[config.mk]
export PLATFORM = sky130hd
export DESIGN_NAME = cell_pos_streamer
export DESIGN_NICKNAME = d
export VERILOG_FILES = /design/src/rtl/cell_pos_streamer_pkg.sv /design/src/rtl/cell_pos_rd_fifo.sv /design/src/rtl/cell_pos_streamer.sv
export SDC_FILE = /design/constraint.sdc
export NUM_CORES = 1
export LEC_CHECK = 0
export BUFFER_PORTS_ARGS = -buffer_cell sky130_fd_sc_hd__buf_2
export CAP_MARGIN = 10
export CELL_PAD_IN_SITES_DETAIL_PLACEMENT = 0
export CELL_PAD_IN_SITES_GLOBAL_PLACEMENT = 2
export CORE_UTILIZATION = 44
export DETAILED_ROUTE_END_ITERATION = 10
export GPL_TIMING_DRIVEN = 1
export MAX_ROUTING_LAYER = met4
export PLACE_DENSITY_LB_ADDON = 0.1
export SLEW_MARGIN = 20
export SYNTH_ARGS = -nofsm -noshare
export SYNTH_HDL_FRONTEND = slang
export SYNTH_SLANG_ARGS = --single-unit
export TNS_END_PERCENT = 1
[constraint.sdc]
create_clock -name clk -period 3.6 [get_ports clk]
set_input_delay 0.18 -clock clk [delete_from_list [all_inputs] [get_ports clk]]
set_output_delay 0.18 -clock clk [all_outputs]
set_load 0.01 [all_outputs]
[src/rtl/cell_pos_streamer_pkg.sv]
// cell_pos_streamer_pkg: shared widths, depths and FSM state type for the cell position streamer
package cell_pos_streamer_pkg;
  localparam int DEF_DATA_WIDTH   = 96;
  localparam int DEF_ADDR_WIDTH   = 8;
  localparam int DEF_PARTICLE_NUM = 220;
  localparam int DEF_FIFO_DEPTH   = 4;
  localparam int DEF_RD_LATENCY   = 2;
  typedef enum logic [2:0] {S_IDLE, S_RD_CNT, S_WAIT_CNT, S_STREAM, S_DRAIN, S_FIN} state_t;
endpackage

[src/rtl/cell_pos_rd_fifo.sv]
// cell_pos_rd_fifo: small synchronous FIFO buffering returned {position, id} words, exposes occupancy
module cell_pos_rd_fifo #(
  parameter int WIDTH = 104,
  parameter int DEPTH = 4
) (
  input  logic                       clk,
  input  logic                       rst_n,
  input  logic                       i_push,
  input  logic [WIDTH-1:0]           i_din,
  input  logic                       i_pop,
  output logic [WIDTH-1:0]           o_dout,
  output logic                       o_empty,
  output logic [$clog2(DEPTH):0]     o_occ
);
  localparam int PW = $clog2(DEPTH);
  logic [WIDTH-1:0] r_mem [DEPTH];
  logic [PW-1:0]    r_wp, r_rp;
  logic [PW:0]      r_occ;
  // Storage and pointers; push and pop may coincide, leaving occupancy unchanged
  always_ff @(posedge clk or negedge rst_n)
    if (!rst_n) begin
      for (int i = 0; i < DEPTH; i++) r_mem[i] <= '0;
      r_wp  <= '0;
      r_rp  <= '0;
      r_occ <= '0;
    end else begin
      if (i_push) r_mem[r_wp] <= i_din;
      r_wp  <= r_wp + PW'(i_push);
      r_rp  <= r_rp + PW'(i_pop);
      r_occ <= r_occ + (PW+1)'(i_push) - (PW+1)'(i_pop);
    end
  assign o_dout  = r_mem[r_rp];
  assign o_empty = r_occ == '0;
  assign o_occ   = r_occ;
endmodule

[src/rtl/cell_pos_streamer.sv]
// cell_pos_streamer: reads a cell's particle count then streams every position word with backpressure
module cell_pos_streamer
  import cell_pos_streamer_pkg::*;
#(
  parameter int DATA_WIDTH   = DEF_DATA_WIDTH,
  parameter int ADDR_WIDTH   = DEF_ADDR_WIDTH,
  parameter int PARTICLE_NUM = DEF_PARTICLE_NUM,
  parameter int FIFO_DEPTH   = DEF_FIFO_DEPTH,
  parameter int RD_LATENCY   = DEF_RD_LATENCY
) (
  input  logic                  clk,
  input  logic                  rst_n,
  input  logic                  start,
  output logic                  busy,
  output logic                  done,
  output logic                  count_err,
  output logic [ADDR_WIDTH-1:0] particle_count,
  output logic [ADDR_WIDTH-1:0] mem_address,
  output logic                  mem_rden,
  output logic                  mem_wren,
  input  logic [DATA_WIDTH-1:0] mem_q,
  output logic                  out_valid,
  input  logic                  out_ready,
  output logic [DATA_WIDTH-1:0] out_pos,
  output logic [ADDR_WIDTH-1:0] out_id,
  output logic                  out_last
);
  localparam int OW = $clog2(FIFO_DEPTH) + 1;
  localparam int UW = OW + 2;
  localparam logic [ADDR_WIDTH-1:0] MAX_CNT = ADDR_WIDTH'(PARTICLE_NUM - 1);
  state_t                           r_state;
  logic                             r_busy, r_done, r_err, r_rden;
  logic [ADDR_WIDTH-1:0]            r_count, r_addr, r_next;
  logic [RD_LATENCY-1:0]            r_pipe;
  logic [ADDR_WIDTH-1:0]            r_id_pipe [RD_LATENCY];
  logic [OW-1:0]                    w_occ;
  logic [UW-1:0]                    w_used;
  logic                             w_empty, w_push, w_pop, w_issue, w_drained;
  logic [ADDR_WIDTH-1:0]            w_raw;
  logic [DATA_WIDTH+ADDR_WIDTH-1:0] w_dout;
  assign w_raw     = mem_q[ADDR_WIDTH-1:0];
  assign w_push    = r_pipe[RD_LATENCY-1] && (r_state == S_STREAM || r_state == S_DRAIN);
  assign w_pop     = out_valid && out_ready;
  assign w_issue   = r_state == S_STREAM && w_used < UW'(FIFO_DEPTH);
  assign w_drained = r_pipe == '0 && !r_rden && w_occ == OW'(w_pop);
  // Credits in use: committed reads plus FIFO entries not leaving this cycle
  always_comb begin
    w_used = UW'(w_occ) + UW'(r_rden) - UW'(w_pop);
    for (int i = 0; i < RD_LATENCY; i++) w_used = w_used + UW'(r_pipe[i]);
  end
  // Control FSM with registered memory-side and status outputs; tail of r_pipe marks returning data
  always_ff @(posedge clk or negedge rst_n)
    if (!rst_n) begin
      r_state <= S_IDLE;
      r_busy  <= 1'b0;
      r_done  <= 1'b0;
      r_err   <= 1'b0;
      r_rden  <= 1'b0;
      r_count <= '0;
      r_addr  <= '0;
      r_next  <= '0;
      r_pipe  <= '0;
    end else begin
      r_pipe <= (r_pipe << 1) | RD_LATENCY'(r_rden);
      r_done <= 1'b0;
      case (r_state)
        S_IDLE:
          if (start) begin
            r_state <= S_RD_CNT;
            r_busy  <= 1'b1;
            r_err   <= 1'b0;
            r_rden  <= 1'b1;
            r_addr  <= '0;
          end
        S_RD_CNT: begin
          r_state <= S_WAIT_CNT;
          r_rden  <= 1'b0;
        end
        S_WAIT_CNT:
          if (r_pipe[RD_LATENCY-1]) begin
            r_count <= w_raw > MAX_CNT ? MAX_CNT : w_raw;
            r_err   <= w_raw > MAX_CNT;
            r_next  <= ADDR_WIDTH'(1);
            r_state <= w_raw == '0 ? S_FIN : S_STREAM;
            r_done  <= w_raw == '0;
            r_busy  <= w_raw != '0;
          end
        S_STREAM: begin
          r_rden <= w_issue;
          if (w_issue) begin
            r_addr  <= r_next;
            r_next  <= r_next + ADDR_WIDTH'(1);
            r_state <= r_next == r_count ? S_DRAIN : S_STREAM;
          end
        end
        S_DRAIN: begin
          r_rden <= 1'b0;
          if (w_drained) begin
            r_state <= S_FIN;
            r_done  <= 1'b1;
            r_busy  <= 1'b0;
          end
        end
        S_FIN:   r_state <= S_IDLE;
        default: r_state <= S_IDLE;
      endcase
    end
  // Carry each read's address alongside its latency slot so it lands in the FIFO with its data
  always_ff @(posedge clk or negedge rst_n)
    if (!rst_n) begin
      for (int i = 0; i < RD_LATENCY; i++) r_id_pipe[i] <= '0;
    end else begin
      r_id_pipe[0] <= r_addr;
      for (int i = 1; i < RD_LATENCY; i++) r_id_pipe[i] <= r_id_pipe[i-1];
    end
  cell_pos_rd_fifo #(
    .WIDTH(DATA_WIDTH + ADDR_WIDTH),
    .DEPTH(FIFO_DEPTH)
  ) u_fifo (
    .clk    (clk),
    .rst_n  (rst_n),
    .i_push (w_push),
    .i_din  ({mem_q, r_id_pipe[RD_LATENCY-1]}),
    .i_pop  (w_pop),
    .o_dout (w_dout),
    .o_empty(w_empty),
    .o_occ  (w_occ)
  );
  assign out_valid      = !w_empty;
  assign out_pos        = w_dout[DATA_WIDTH+ADDR_WIDTH-1:ADDR_WIDTH];
  assign out_id         = w_dout[ADDR_WIDTH-1:0];
  assign out_last       = out_valid && out_id == r_count;
  assign busy           = r_busy;
  assign done           = r_done;
  assign count_err      = r_err;
  assign particle_count = r_count;
  assign mem_address    = r_addr;
  assign mem_rden       = r_rden;
  assign mem_wren       = 1'b0;
endmodule
==> impl_metrics.csv <==
group,metric,value,unit
run_status,status,"completed",
clocking,tritoncts,"done",
floorplan,rows,80,
clocking,root_buffer,"clkbuf_16",
clocking,cts_buffers,52,
clocking,clock_path_buffers,3,
worst_setup_path,r2r_start,"u_fifo.o_occ[1]",
place,place_congestion,0.733,
worst_setup_path,worst-setup-path-type,"flip-flop to flip-flop",
sta,finalCritPeriodShare,92.7,%
clocking,clk_pin_slew_worst_paths,60,ps
pwr,ir_worst_vdd,483,uV
routing,dr_total_vias,12000,
synthesis,synth_enable_flop_cells,0,
final_layout,final_cell_mix,"dfrtp_1, buf_2, mux2_4, mux2_2, mux4_2",
routing,drt_wl_total,47.8,mm
sta,rsz0062_at_grt,"no",
final_layout,final_cells,2244,
floorplan,die_y,222,um
global_routing,overflow,0,
global_routing,grt_util_all_layers,20.5,%
final_layout,ff_latch_area,11800,um2
clocking,htreeDepth,2,
synthesis,synthXorXnorAreaFrac,0.699,%
final_layout,final_nets,1703,
synthesis,ys_seq_area_share,55.4,%
floorplan,die_area,49300,um2
synthesis,avgSynthCellArea,16.9,um2
synthesis,synth_ff_type,"dfrtp_1",
worst_setup_path,worstSetupStartpointType,"flip-flop",
sta,slew_headroom,46.8,%
place,place_inst,2052,
synthesis,ys_types,53,
place,numPortBuffers,225,
sta,final_hold_viol_count,0,
synthesis,yosys_warnings,0,
final_layout,area_growth,20.7,%
floorplan,coreArea,47700,um2
synthesis,synthSimpleGateAreaFrac,2.03,%
pwr,power,23.9,mW
worst_setup_path,crit_fanout,5,
floorplan,start_util,44.6,%
final_layout,drive_gt1_share,49.9,%
worst_setup_path,startpoint,"u_fifo.o_occ[1]",
synthesis,ys_ff_latch,472,
sta,maxSlewViolCount,0,
global_routing,antenna_found_initial,0,
routing,vias_per_cell,5.35,
sta,fmax,0.300,GHz
sta,fin_setup_tns,0,ps
sta,fin_skew,12.7,ps
routing,drt-wirelength-per-cell,21.3,um
synthesis,synth_top_family_by_area,"multiplexers",
pwr,p_leak,12.0,nW
floorplan,dieWidth,222,um
place,placed_cell_area,23000,um2
worst_setup_path,ff2ff_setup_slack,260,ps
floorplan,pin_count,227,
clocking,clk_latency,590,ps
final_layout,layout_commonest_cell,"dfrtp_1",
flow_run,drv_cap,0,
synthesis,yosys.area_share.adder,0.834,%
synthesis,synth_async_sr_flop_share,100,%
synthesis,synthMuxAreaShare,36.2,%
clocking,post_cts_resized,0,
final_layout,postLayoutCellArea,25700,um2
place,dp_hpwl,28.9,mm
worst_setup_path,reg2reg_depth,13,
sta,fin_crit,3340,ps
worst_setup_path,r2r_end,"r_next[6]",
final_layout,num-fill-cells,3947,
worst_setup_path,crit_arrival,3850,ps
synthesis,syn_inst,1263,
global_routing,grt_pass1_vias,13100,
synthesis,synth-compound-area-share,1.87,%
worst_setup_path,crit_path_end_kind,"flip-flop",
clocking,clock-sinks,472,
synthesis,syn_nets,1376,
final_layout,diodes,0,
routing,antenna_left,0,
worst_setup_path,cp-endpoint,"r_next[6]",
routing,detail_route.iter0.violations,514,
routing,drc,0,
final_layout,utilization,53.9,%
sta,setup_viol,0,
synthesis,syn-cell-area,21300,um2
pwr,power_density,929,nW/um2
min_path,hp-class,"input port to flip-flop",
worst_setup_path,worstPathRequired,4110,ps
sta,worstMarginPinSlew,797,ps
global_routing,grt_pass1_wl,76.6,mm
routing,dr.pass1.iters,4,
global_routing,grt_max_degree,104,
final_layout,multi_input_comb_area,8880,um2
==> worst max-delay path, stage by stage, from the launching register on <==
cell	delay, ps
dfrtp_1	440
inv_1	130
nand3_1	100
and2_1	210
ha_1	290
fa_1	360
inv_1	60
ha_1	210
and3b_1	170
or4_4	500
a211oi_4	360
buf_4	190
a41oi_1	110
a31oi_1	150
==> area by class of cell <==
cell class / instances / share of cell area, %
Clock inverter: 18 / 0.598
Inverter: 17 / 0.268
Multi-Input combinational cell: 696 / 34.5
Sequential cell: 472 / 46.0
Timing Repair Buffer: 351 / 9.67
Tap cell: 615 / 2.99
Clock buffer: 75 / 5.98
==> synthesized netlist by cell type (2+ instances only) <==
cell,number,area share (%)
dfrtp_1,472,55
mux2_4,180,13
mux2_2,177,9.4
mux4_2,102,11
mux2_1,60,3.2
nand2_1,38,0.67
buf_2,35,0.82
buf_6,27,1.4
o21ai_0,22,0.52
inv_1,16,0.28
a21oi_1,13,0.31
clkbuf_1,12,0.21
xnor2_1,12,0.49
ha_1,11,0.65
nor2_1,10,0.18
mux2i_1,5,0.23
o21a_1,5,0.18
xor2_1,5,0.21
and3_1,4,0.12
buf_4,4,0.14
nor4_1,4,0.12
a31o_2,3,0.12
a31oi_1,3,0.088
nand3_1,3,0.070
nand4_1,3,0.088
nor3_1,3,0.070
o211ai_1,3,0.11
a41oi_1,2,0.082
fa_1,2,0.19
nand3b_4,2,0.19
nor2b_1,2,0.059
o22ai_1,2,0.059
==> repair_timing <==
| action | CTS | global route |
|---|---|---|
| hold buffers | 97 | 0 |
| buffers inserted | 0 | 2 |
| endpoints found under the hold margin | 478 | 0 |
| endpoints found under the setup margin | 0 | 1 |
==> state kept, by name, indices dropped and copies added (netlist names) <==
name            cells
r_state             3
u_fifo.r_rp         2
r_next              8
u_fifo.r_wp         2
r_pipe              2
u_fifo.r_mem      416
done                1
mem_address         8
u_fifo.o_occ        3
particle_count      8
r_id_pipe          16
busy                1
count_err           1
mem_rden            1
==> through the flow <==
step	hold slack, ps	setup slack (ps)
4_1_cts	46.5	213
6_report	72.9	264
5_1_grt	93.1	36.3
3_3_place_gp	270	266
2_1_floorplan	-116	426
3_5_place_dp	288	223
==> kinds of logic after synthesis <==
| logic type | Yosys count |
|---|---|
| buf+inv | 95 |
| simple gates | 79 |
| other cells | 1 |
| mux | 524 |
| fa+ha+maj | 13 |
| xor+xnor | 17 |
| flops | 472 |
| compound gates | 62 |
==> where the power goes <==
group,switching [mW],internal [mW],leakage (nW),total (mW)
logic,3.76,5.56,5.51,9.32
clock network,2.15,3.10,0.846,5.25
registers,1.55,7.77,5.67,9.33
total,7.46,16.4,12.0,23.9
==> worst min-delay path by stage <==
stage,start,endpoint,cells past startpoint
2_1_floorplan,rst_n,busy,0
3_3_place_gp,rst_n,u_fifo.r_mem[92],1
3_5_place_dp,rst_n,u_fifo.r_mem[92],1
4_1_cts,start,mem_rden,4
5_1_grt,out_ready,u_fifo.r_rp[0],3
6_report,out_ready,u_fifo.r_rp[0],3
==> routing by layer <==
layer | global-route usage, % | up-vias | wire length, um
met5 | - | - | 0
met1 | 28.4 | 6409 | 22600
met2 | 31.1 | 204 | 22400
li1 | - | 5318 | -
met4 | 5.47 | 0 | 954
met3 | 3.60 | 67 | 1900
Power figures use the tool's default switching activity.
